==> config.mk <==
export PLATFORM = sky130hd
export DESIGN_NAME = bcd_scan_counter_flat
export DESIGN_NICKNAME = d
export VERILOG_FILES = /design/src/rtl/bcd_scan_counter_if.sv /design/src/rtl/bcd_scan_counter.sv /design/src/flat_wrapper.sv
export SDC_FILE = /design/constraint.sdc
export NUM_CORES = 1
export LEC_CHECK = 0
export CAP_MARGIN = 20
export CELL_PAD_IN_SITES_DETAIL_PLACEMENT = 1
export CELL_PAD_IN_SITES_GLOBAL_PLACEMENT = 2
export CORE_UTILIZATION = 36
export DETAILED_ROUTE_END_ITERATION = 8
export PLACE_DENSITY_LB_ADDON = 0.15
export SYNTH_ARGS = -nofsm -noshare
export SYNTH_HDL_FRONTEND = slang
export SYNTH_SLANG_ARGS = --single-unit
export TNS_END_PERCENT = 50
==> constraint.sdc <==
create_clock -name C -period 6.86 [get_ports C]
set_input_delay 1.029 -clock C [delete_from_list [all_inputs] [get_ports C]]
set_output_delay 1.029 -clock C [all_outputs]
set_load 0.01 [all_outputs]
==> src/rtl/bcd_scan_counter_if.sv <==
// Interface bundle for bcd_scan_counter: count controls and load data in,
// scan position, segment bus, digit commons and wrap flag out.
interface bcd_scan_counter_if #(
  parameter int unsigned DIGITS = 8
) ();
  localparam int unsigned SELW = $clog2(DIGITS);

  logic                  EN;
  logic                  UP;
  logic                  CLR;
  logic                  LOAD;
  logic [4*DIGITS-1:0]   LD_DATA;
  logic                  LZB;
  logic [SELW-1:0]       SEL;
  logic [6:0]            SEG7;
  logic [DIGITS-1:0]     SEG_COM;
  logic                  WRAP;

  // Controller side: drives the counter controls, watches the display lines.
  modport master (
    output EN, UP, CLR, LOAD, LD_DATA, LZB,
    input  SEL, SEG7, SEG_COM, WRAP
  );

  // Counter side.
  modport slave (
    input  EN, UP, CLR, LOAD, LD_DATA, LZB,
    output SEL, SEG7, SEG_COM, WRAP
  );
endinterface

==> src/rtl/bcd_scan_counter.sv <==
// Multi-digit BCD up/down counter with a time-multiplexed 7-segment scan
// driver. Count rate and scan rate come from independent prescalers. All state
// changes on the falling edge of C; R clears everything asynchronously.
module bcd_scan_counter #(
  parameter int unsigned DIGITS   = 8,
  parameter int unsigned PRESCALE = 1,
  parameter int unsigned SCAN_DIV = 1
) (
  input logic               C,
  input logic               R,
  bcd_scan_counter_if.slave bus
);
  localparam int unsigned SELW = $clog2(DIGITS);
  // Prescaler widths never collapse to zero when the divisor is 1.
  localparam int unsigned PW   = (PRESCALE > 1) ? $clog2(PRESCALE) : 1;
  localparam int unsigned SW   = (SCAN_DIV > 1) ? $clog2(SCAN_DIV) : 1;

  localparam logic [PW-1:0]   PRE_LAST  = PW'(PRESCALE - 1);
  localparam logic [SW-1:0]   SCAN_LAST = SW'(SCAN_DIV - 1);
  localparam logic [SELW-1:0] SEL_LAST  = SELW'(DIGITS - 1);

  // State
  logic [4*DIGITS-1:0] r_digits;
  logic [PW-1:0]       r_pre;
  logic [SW-1:0]       r_scan;
  logic [SELW-1:0]     r_sel;
  logic                r_wrap;

  // Next-state and decode nets
  logic [4*DIGITS-1:0] w_load_val;
  logic [4*DIGITS-1:0] w_step_val;
  logic                w_carry_out;
  logic [4*DIGITS-1:0] w_digits_nxt;
  logic [PW-1:0]       w_pre_nxt;
  logic                w_wrap_nxt;
  logic [SW-1:0]       w_scan_nxt;
  logic [SELW-1:0]     w_sel_nxt;
  logic [DIGITS-1:0]   w_hi_zero;
  logic [3:0]          w_cur;
  logic                w_blank;
  logic [6:0]          w_seg;
  logic [DIGITS-1:0]   w_com;

  // Load value with out-of-range nibbles clamped to 9.
  always_comb begin
    w_load_val = '0;
    for (int unsigned i = 0; i < DIGITS; i++) begin
      if (bus.LD_DATA[4*i +: 4] > 4'd9) begin
        w_load_val[4*i +: 4] = 4'd9;
      end else begin
        w_load_val[4*i +: 4] = bus.LD_DATA[4*i +: 4];
      end
    end
  end

  // Ripple one BCD step through the digits; carry/borrow out of the top digit
  // means the whole counter wrapped.
  always_comb begin
    logic carry;
    w_step_val = r_digits;
    carry      = 1'b1;
    for (int unsigned i = 0; i < DIGITS; i++) begin
      if (carry) begin
        if (bus.UP) begin
          if (r_digits[4*i +: 4] == 4'd9) begin
            w_step_val[4*i +: 4] = 4'd0;
          end else begin
            w_step_val[4*i +: 4] = r_digits[4*i +: 4] + 4'd1;
            carry                = 1'b0;
          end
        end else begin
          if (r_digits[4*i +: 4] == 4'd0) begin
            w_step_val[4*i +: 4] = 4'd9;
          end else begin
            w_step_val[4*i +: 4] = r_digits[4*i +: 4] - 4'd1;
            carry                = 1'b0;
          end
        end
      end
    end
    w_carry_out = carry;
  end

  // Count path next state: CLR beats LOAD beats a prescaled step.
  always_comb begin
    w_digits_nxt = r_digits;
    w_pre_nxt    = r_pre;
    w_wrap_nxt   = 1'b0;
    if (bus.CLR) begin
      w_digits_nxt = '0;
      w_pre_nxt    = '0;
    end else if (bus.LOAD) begin
      w_digits_nxt = w_load_val;
      w_pre_nxt    = '0;
    end else if (bus.EN) begin
      if (r_pre == PRE_LAST) begin
        w_pre_nxt    = '0;
        w_digits_nxt = w_step_val;
        w_wrap_nxt   = w_carry_out;
      end else begin
        w_pre_nxt = r_pre + PW'(1);
      end
    end
  end

  // Scan path next state: free-running, ignores all count controls.
  always_comb begin
    w_scan_nxt = r_scan + SW'(1);
    w_sel_nxt  = r_sel;
    if (r_scan == SCAN_LAST) begin
      w_scan_nxt = '0;
      w_sel_nxt  = (r_sel == SEL_LAST) ? '0 : r_sel + SELW'(1);
    end
  end

  // All state registers, falling-edge clocked with asynchronous clear.
  always_ff @(negedge C or posedge R) begin
    if (R) begin
      r_digits <= '0;
      r_pre    <= '0;
      r_scan   <= '0;
      r_sel    <= '0;
      r_wrap   <= 1'b0;
    end else begin
      r_digits <= w_digits_nxt;
      r_pre    <= w_pre_nxt;
      r_scan   <= w_scan_nxt;
      r_sel    <= w_sel_nxt;
      r_wrap   <= w_wrap_nxt;
    end
  end

  // w_hi_zero[i] is set when digit i and every digit above it are zero.
  always_comb begin
    logic z;
    z         = 1'b1;
    w_hi_zero = '0;
    for (int i = int'(DIGITS) - 1; i >= 0; i--) begin
      z            = z & (r_digits[4*i +: 4] == 4'd0);
      w_hi_zero[i] = z;
    end
  end

  // Select the scanned digit and decide whether it is a blanked leading zero.
  always_comb begin
    w_cur   = r_digits[4*r_sel +: 4];
    w_blank = bus.LZB && (r_sel != '0) && w_hi_zero[r_sel];
  end

  // Seven-segment decode, bit 6 = segment a; non-BCD codes stay dark.
  always_comb begin
    unique case (w_cur)
      4'd0:    w_seg = 7'b1111110;
      4'd1:    w_seg = 7'b0110000;
      4'd2:    w_seg = 7'b1101101;
      4'd3:    w_seg = 7'b1111001;
      4'd4:    w_seg = 7'b0110011;
      4'd5:    w_seg = 7'b1011011;
      4'd6:    w_seg = 7'b1011111;
      4'd7:    w_seg = 7'b1110000;
      4'd8:    w_seg = 7'b1111111;
      4'd9:    w_seg = 7'b1110011;
      default: w_seg = 7'b0000000;
    endcase
  end

  // Active-low one-cold common for the scanned digit.
  always_comb begin
    w_com        = '1;
    w_com[r_sel] = 1'b0;
  end

  assign bus.SEL     = r_sel;
  assign bus.SEG7    = w_blank ? 7'b0000000 : w_seg;
  assign bus.SEG_COM = w_com;
  assign bus.WRAP    = r_wrap;
endmodule

==> src/flat_wrapper.sv <==
// flat-port wrapper written by rule: the top's interface ports become plain ports
module bcd_scan_counter_flat 
#(
  parameter int unsigned DIGITS   = 8,
  parameter int unsigned PRESCALE = 1,
  parameter int unsigned SCAN_DIV = 1
)
  (C, R, bus_EN, bus_UP, bus_CLR, bus_LOAD, bus_LD_DATA, bus_LZB, bus_SEL, bus_SEG7, bus_SEG_COM, bus_WRAP);
  bcd_scan_counter_if #(.DIGITS(DIGITS)) bus_i ();
  input logic C;
  input logic R;
  input wire logic [$bits(bus_i.EN)-1:0] bus_EN;
  input wire logic [$bits(bus_i.UP)-1:0] bus_UP;
  input wire logic [$bits(bus_i.CLR)-1:0] bus_CLR;
  input wire logic [$bits(bus_i.LOAD)-1:0] bus_LOAD;
  input wire logic [$bits(bus_i.LD_DATA)-1:0] bus_LD_DATA;
  input wire logic [$bits(bus_i.LZB)-1:0] bus_LZB;
  output wire logic [$bits(bus_i.SEL)-1:0] bus_SEL;
  output wire logic [$bits(bus_i.SEG7)-1:0] bus_SEG7;
  output wire logic [$bits(bus_i.SEG_COM)-1:0] bus_SEG_COM;
  output wire logic [$bits(bus_i.WRAP)-1:0] bus_WRAP;
  assign bus_i.EN = bus_EN;
  assign bus_i.UP = bus_UP;
  assign bus_i.CLR = bus_CLR;
  assign bus_i.LOAD = bus_LOAD;
  assign bus_i.LD_DATA = bus_LD_DATA;
  assign bus_i.LZB = bus_LZB;
  assign bus_SEL = bus_i.SEL;
  assign bus_SEG7 = bus_i.SEG7;
  assign bus_SEG_COM = bus_i.SEG_COM;
  assign bus_WRAP = bus_i.WRAP;
  bcd_scan_counter #(.DIGITS(DIGITS), .PRESCALE(PRESCALE), .SCAN_DIV(SCAN_DIV)) u_core (.C(C), .R(R), .bus(bus_i));
endmodule
==> out/metrics.csv <==
stage,metric,value,unit
critical_path,cp-start-kind,flip-flop,
yosys,ys_seq_elements,36,
yosys,synth-adder-area-share,9.09,%
floorplanning,dieArea,0.0123,mm2
critical_path,end_kind,primary output,
placed_design,placed_area,0.00551,mm2
timing,rsz0062_at_grt,yes,
timing,tns,-0.426,ns
status,status,"complete, but fails checks",
yosys,synthMuxAreaShare,9.82,%
yosys,yosys.area_share.simple,23.1,%
yosys,synth_top_area_share,21.1,%
global_route,overflow,0,
critical_path,r2r_end,u_core.r_digits[29],
placed_design,portBuffers,57,
final_layout,fillers,1403,
yosys,ys_seq_area_share,21.1,%
final_layout,postLayoutCellArea,0.00593,mm2
placed_design,place_hpwl,12600,um
critical_path,cp.arrival,5.93,ns
worst_hold_path,hp-start,u_core.bus.SEL[0],
clock_network,htree_levels,2,
critical_path,crit_type,reg -> out,
critical_path,worstRegToRegCells,8,
clock_network,root_buffer,clkbuf_16,
route,first_pass_iters,5,
critical_path,critical-path-slowest-cell,mux4_2,
placed_design,dpl.cell_count,795,
worst_hold_path,hold_end,u_core.bus.SEL[0],
yosys,yosysTopAreaCell,dfrtn_1,
yosys,synth_cell_types,70,
critical_path,timing.rr.start,u_core.r_digits[9],
yosys,synth_area,0.00427,mm2
clock_network,ctsHoldBuffers,0,
timing,setup_viol,6,
timing,fin_ws,-0.0971,ns
power,p_switching,0.000327,W
global_route,grt_pass1_wl,26900,um
final_layout,drive_gt1_share,25.1,%
yosys,synth-xor-area-share,1.85,%
status,violations,setup timing,
yosys,synth_compound_area_share,27.3,%
global_route,track_usage,27.6,%
floorplanning,start_util,37.2,%
route,drc,0,
critical_path,crit_path_max_fanout,4,
power,power_density,155,mW/mm2
floorplanning,ioPinCount,58,
yosys,yosysWarnings,0,
critical_path,required,5.83,ns
power,ir_worst_vdd,0.0954,mV
final_layout,syn_to_final_growth,39.1,%
clock_network,clkSinkCount,36,
power,clockPowerShare,29.3,%
yosys,synth-edff-count,0,
placed_design,gp_congestion,0.865,
yosys,ys_async_sr_fraction,100,%
critical_path,r2r_slack,4.28,ns
power,switching_share,35.5,%
clock_network,clk_pin_slew_worst_paths,0.05,ns
worst_hold_path,hold_class,reg -> reg,
floorplanning,die_width,111,um
floorplanning,row_count,39,
yosys,synthTopCellsByArea,"dfrtn_1, ha_1, a21oi_1, mux2i_1, inv_1",
route,ant_nets,0,
timing,worst_pin_slew,0.609,ns
route,routedWlPerCell,21.0,um
power,pwr-share-comb,43.5,%
timing,report.final.slew_viol_count,0,
yosys,syn_nets,616,
critical_path,crit_chain,mux4_2 > mux2i_2 > buf_4 > ha_2 > nand2_1 > mux2_2 > a21boi_2 > buf_2,
final_layout,seq_area,901,um2
clock_network,cts_tree,yes,
yosys,synthFlopType,dfrtn_1,
power,p_leak,2.55,nW
job,max_cap_violations,0,
floorplanning,fp.coreArea,0.0115,mm2
yosys,synth_top_family_by_area,compound AO/OA/AOI/OAI gates,
final_layout,fin_nets,745,
route,routed_wl,17200,um
yosys,postSynthCellCount,546,
final_layout,finalNonFillerCells,819,
timing,finClkSkew,0.00446,ns
clock_network,clk_latency,0.31,ns
global_route,grt_pass1_vias,4955,
route,vias,4805,
clock_network,cts_buffers,5,
critical_path,slowest_delay,0.54,ns
floorplanning,die_h,111,um
global_route,grt_max_degree,37,
global_route,antenna_found_initial,0,
power,p_seq_share,27.2,%
worst_hold_path,whs_path_depth,2,
final_layout,antenna_cells,0,
timing,relSlewSlack,59.4,%
placed_design,dp_slack,-0.163,ns
power,internal_power,0.000593,W
yosys,avgSynthCellArea,7.82,um2
final_layout,multi_input_area,0.00317,mm2
route,drt_iter0_markers,223,
clock_network,cts_buffer_depth,2,
timing,hold_violations,0,
route,routed_via_density,5.87,
==> synthesized netlist by cell type, types with 4 or more instances <==
master / instances
nand2b_1: 7
mux4_2: 5
ha_1: 31
a311o_1: 4
and2_1: 5
o21bai_1: 4
nor2_1: 37
mux2i_1: 19
clkbuf_1: 25
nor4_1: 4
mux2_1: 7
and3_1: 7
nand3b_1: 6
nor3b_1: 13
o22ai_1: 6
or3_1: 5
nor2b_1: 6
a31oi_1: 14
or3b_2: 4
dfrtn_1: 36
a32o_1: 4
nand2_1: 39
nor3_1: 10
buf_2: 14
o31ai_1: 7
a211oi_1: 9
a21oi_1: 44
nand3_1: 24
o21ai_0: 26
o21a_1: 7
o211ai_1: 4
xor2_1: 7
inv_1: 41
==> timing repair <==
action                     4_1_cts  5_1_grt
resized for setup               44       21
pin swaps                        6        5
gates cloned                     1        0
setup endpoints to repair        7        7
buffers inserted                10        5
==> worst max path at each step <==
| stage | start | end | slack, ns |
|---|---|---|---|
| detailed placement | u_core.bus.SEL[2] | bus_SEG7[2] | -0.16 |
| CTS | u_core.bus.SEL[1] | bus_SEG7[4] | -0.06 |
| global route | u_core.bus.SEL[1] | bus_SEG7[3] | -0.19 |
| finish | u_core.bus.SEL[2] | bus_SEG7[2] | -0.1 |
| floorplan | u_core.bus.SEL[2] | bus_SEG7[2] | 0.07 |
| global placement | u_core.bus.SEL[1] | bus_SEG7[2] | -0.05 |
==> final cells by class <==
type	instances	area share, %
clock inverter	3	0.717
multi-input combinational	428	53.5
inverter	41	2.59
timing repair buffer	163	22.9
clock buffer	5	2.11
sequential	36	15.2
tap	143	3.01
==> critical path, delay by kind of cell, from the launching register on <==
family | cells | cell delay (ns)
DFF | 1 | 0.48
AOI/OAI and AO/OA | 1 | 0.15
buffers and inverters | 2 | 0.29
and+or+nand+nor | 1 | 0.06
muxes | 3 | 1.01
adders and majority gates | 1 | 0.21
==> logic make-up after synthesis <==
family                     count (synthesis)
buffers and inverters                     82
AOI/OAI and AO/OA                        171
xor gates and xnor gates                   9
adders and majority gates                 31
muxes                                     34
and+or+nand+nor                          183
DFF                                       36
==> state kept, by name (all words and copies together) (netlist names) <==
register         cells
u_core.bus.WRAP      1
u_core.bus.SEL       3
u_core.r_digits     32
==> through the flow <==
stage	total power [W]	hold WS, ns	util [%]
2_1_floorplan	0.000458	0.505	-
3_3_place_gp	0.000613	0.469	48.1
3_5_place_dp	0.000626	0.488	48.1
4_1_cts	0.000902	0.457	50.8
5_1_grt	0.000964	0.567	51.8
6_report	0.000920	0.553	51.8
==> power groups by stage <==
| stage | clock network, W | registers [W] | logic [W] |
|---|---|---|---|
| 6_report | 0.000269 | 0.000251 | 0.000400 |
| 5_1_grt | 0.000279 | 0.000252 | 0.000432 |
| 4_1_cts | 0.000272 | 0.000249 | 0.000382 |
| 3_5_place_dp | 0 | 0.000251 | 0.000374 |
| 3_3_place_gp | 0 | 0.000250 | 0.000363 |
| 2_1_floorplan | 0 | 0.000250 | 0.000208 |
==> layout by cell type (no fill, tap or decap), types with 7 or more instances in the layout <==
master | Yosys | final
buf_4 | 1 | 98
clkdlybuf4s50_1 | 0 | 49
a21oi_1 | 44 | 44
nand2_1 | 39 | 38
nor2_1 | 37 | 37
dfrtn_1 | 36 | 36
inv_1 | 41 | 35
ha_1 | 31 | 27
o21ai_0 | 26 | 26
nand3_1 | 24 | 24
mux2i_1 | 19 | 16
a31oi_1 | 14 | 14
nor3b_1 | 13 | 9
nor3_1 | 10 | 9
a211oi_1 | 9 | 9
and3_1 | 7 | 7
xor2_1 | 7 | 7
nand2b_1 | 7 | 7
mux2_1 | 7 | 7
o21a_1 | 7 | 7
buf_2 | 14 | 7
buf_6 | 0 | 7
==> layer usage <==
layer	global-route usage, %	up-vias	part of all wire [%]
met3	3.44	25	3.8
met5	0	-	0
li1	-	2258	-
met2	47.5	113	49
met1	36.2	2409	45
met4	7.29	0	2.2
Note: power is estimated with default switching activity, not from simulation.
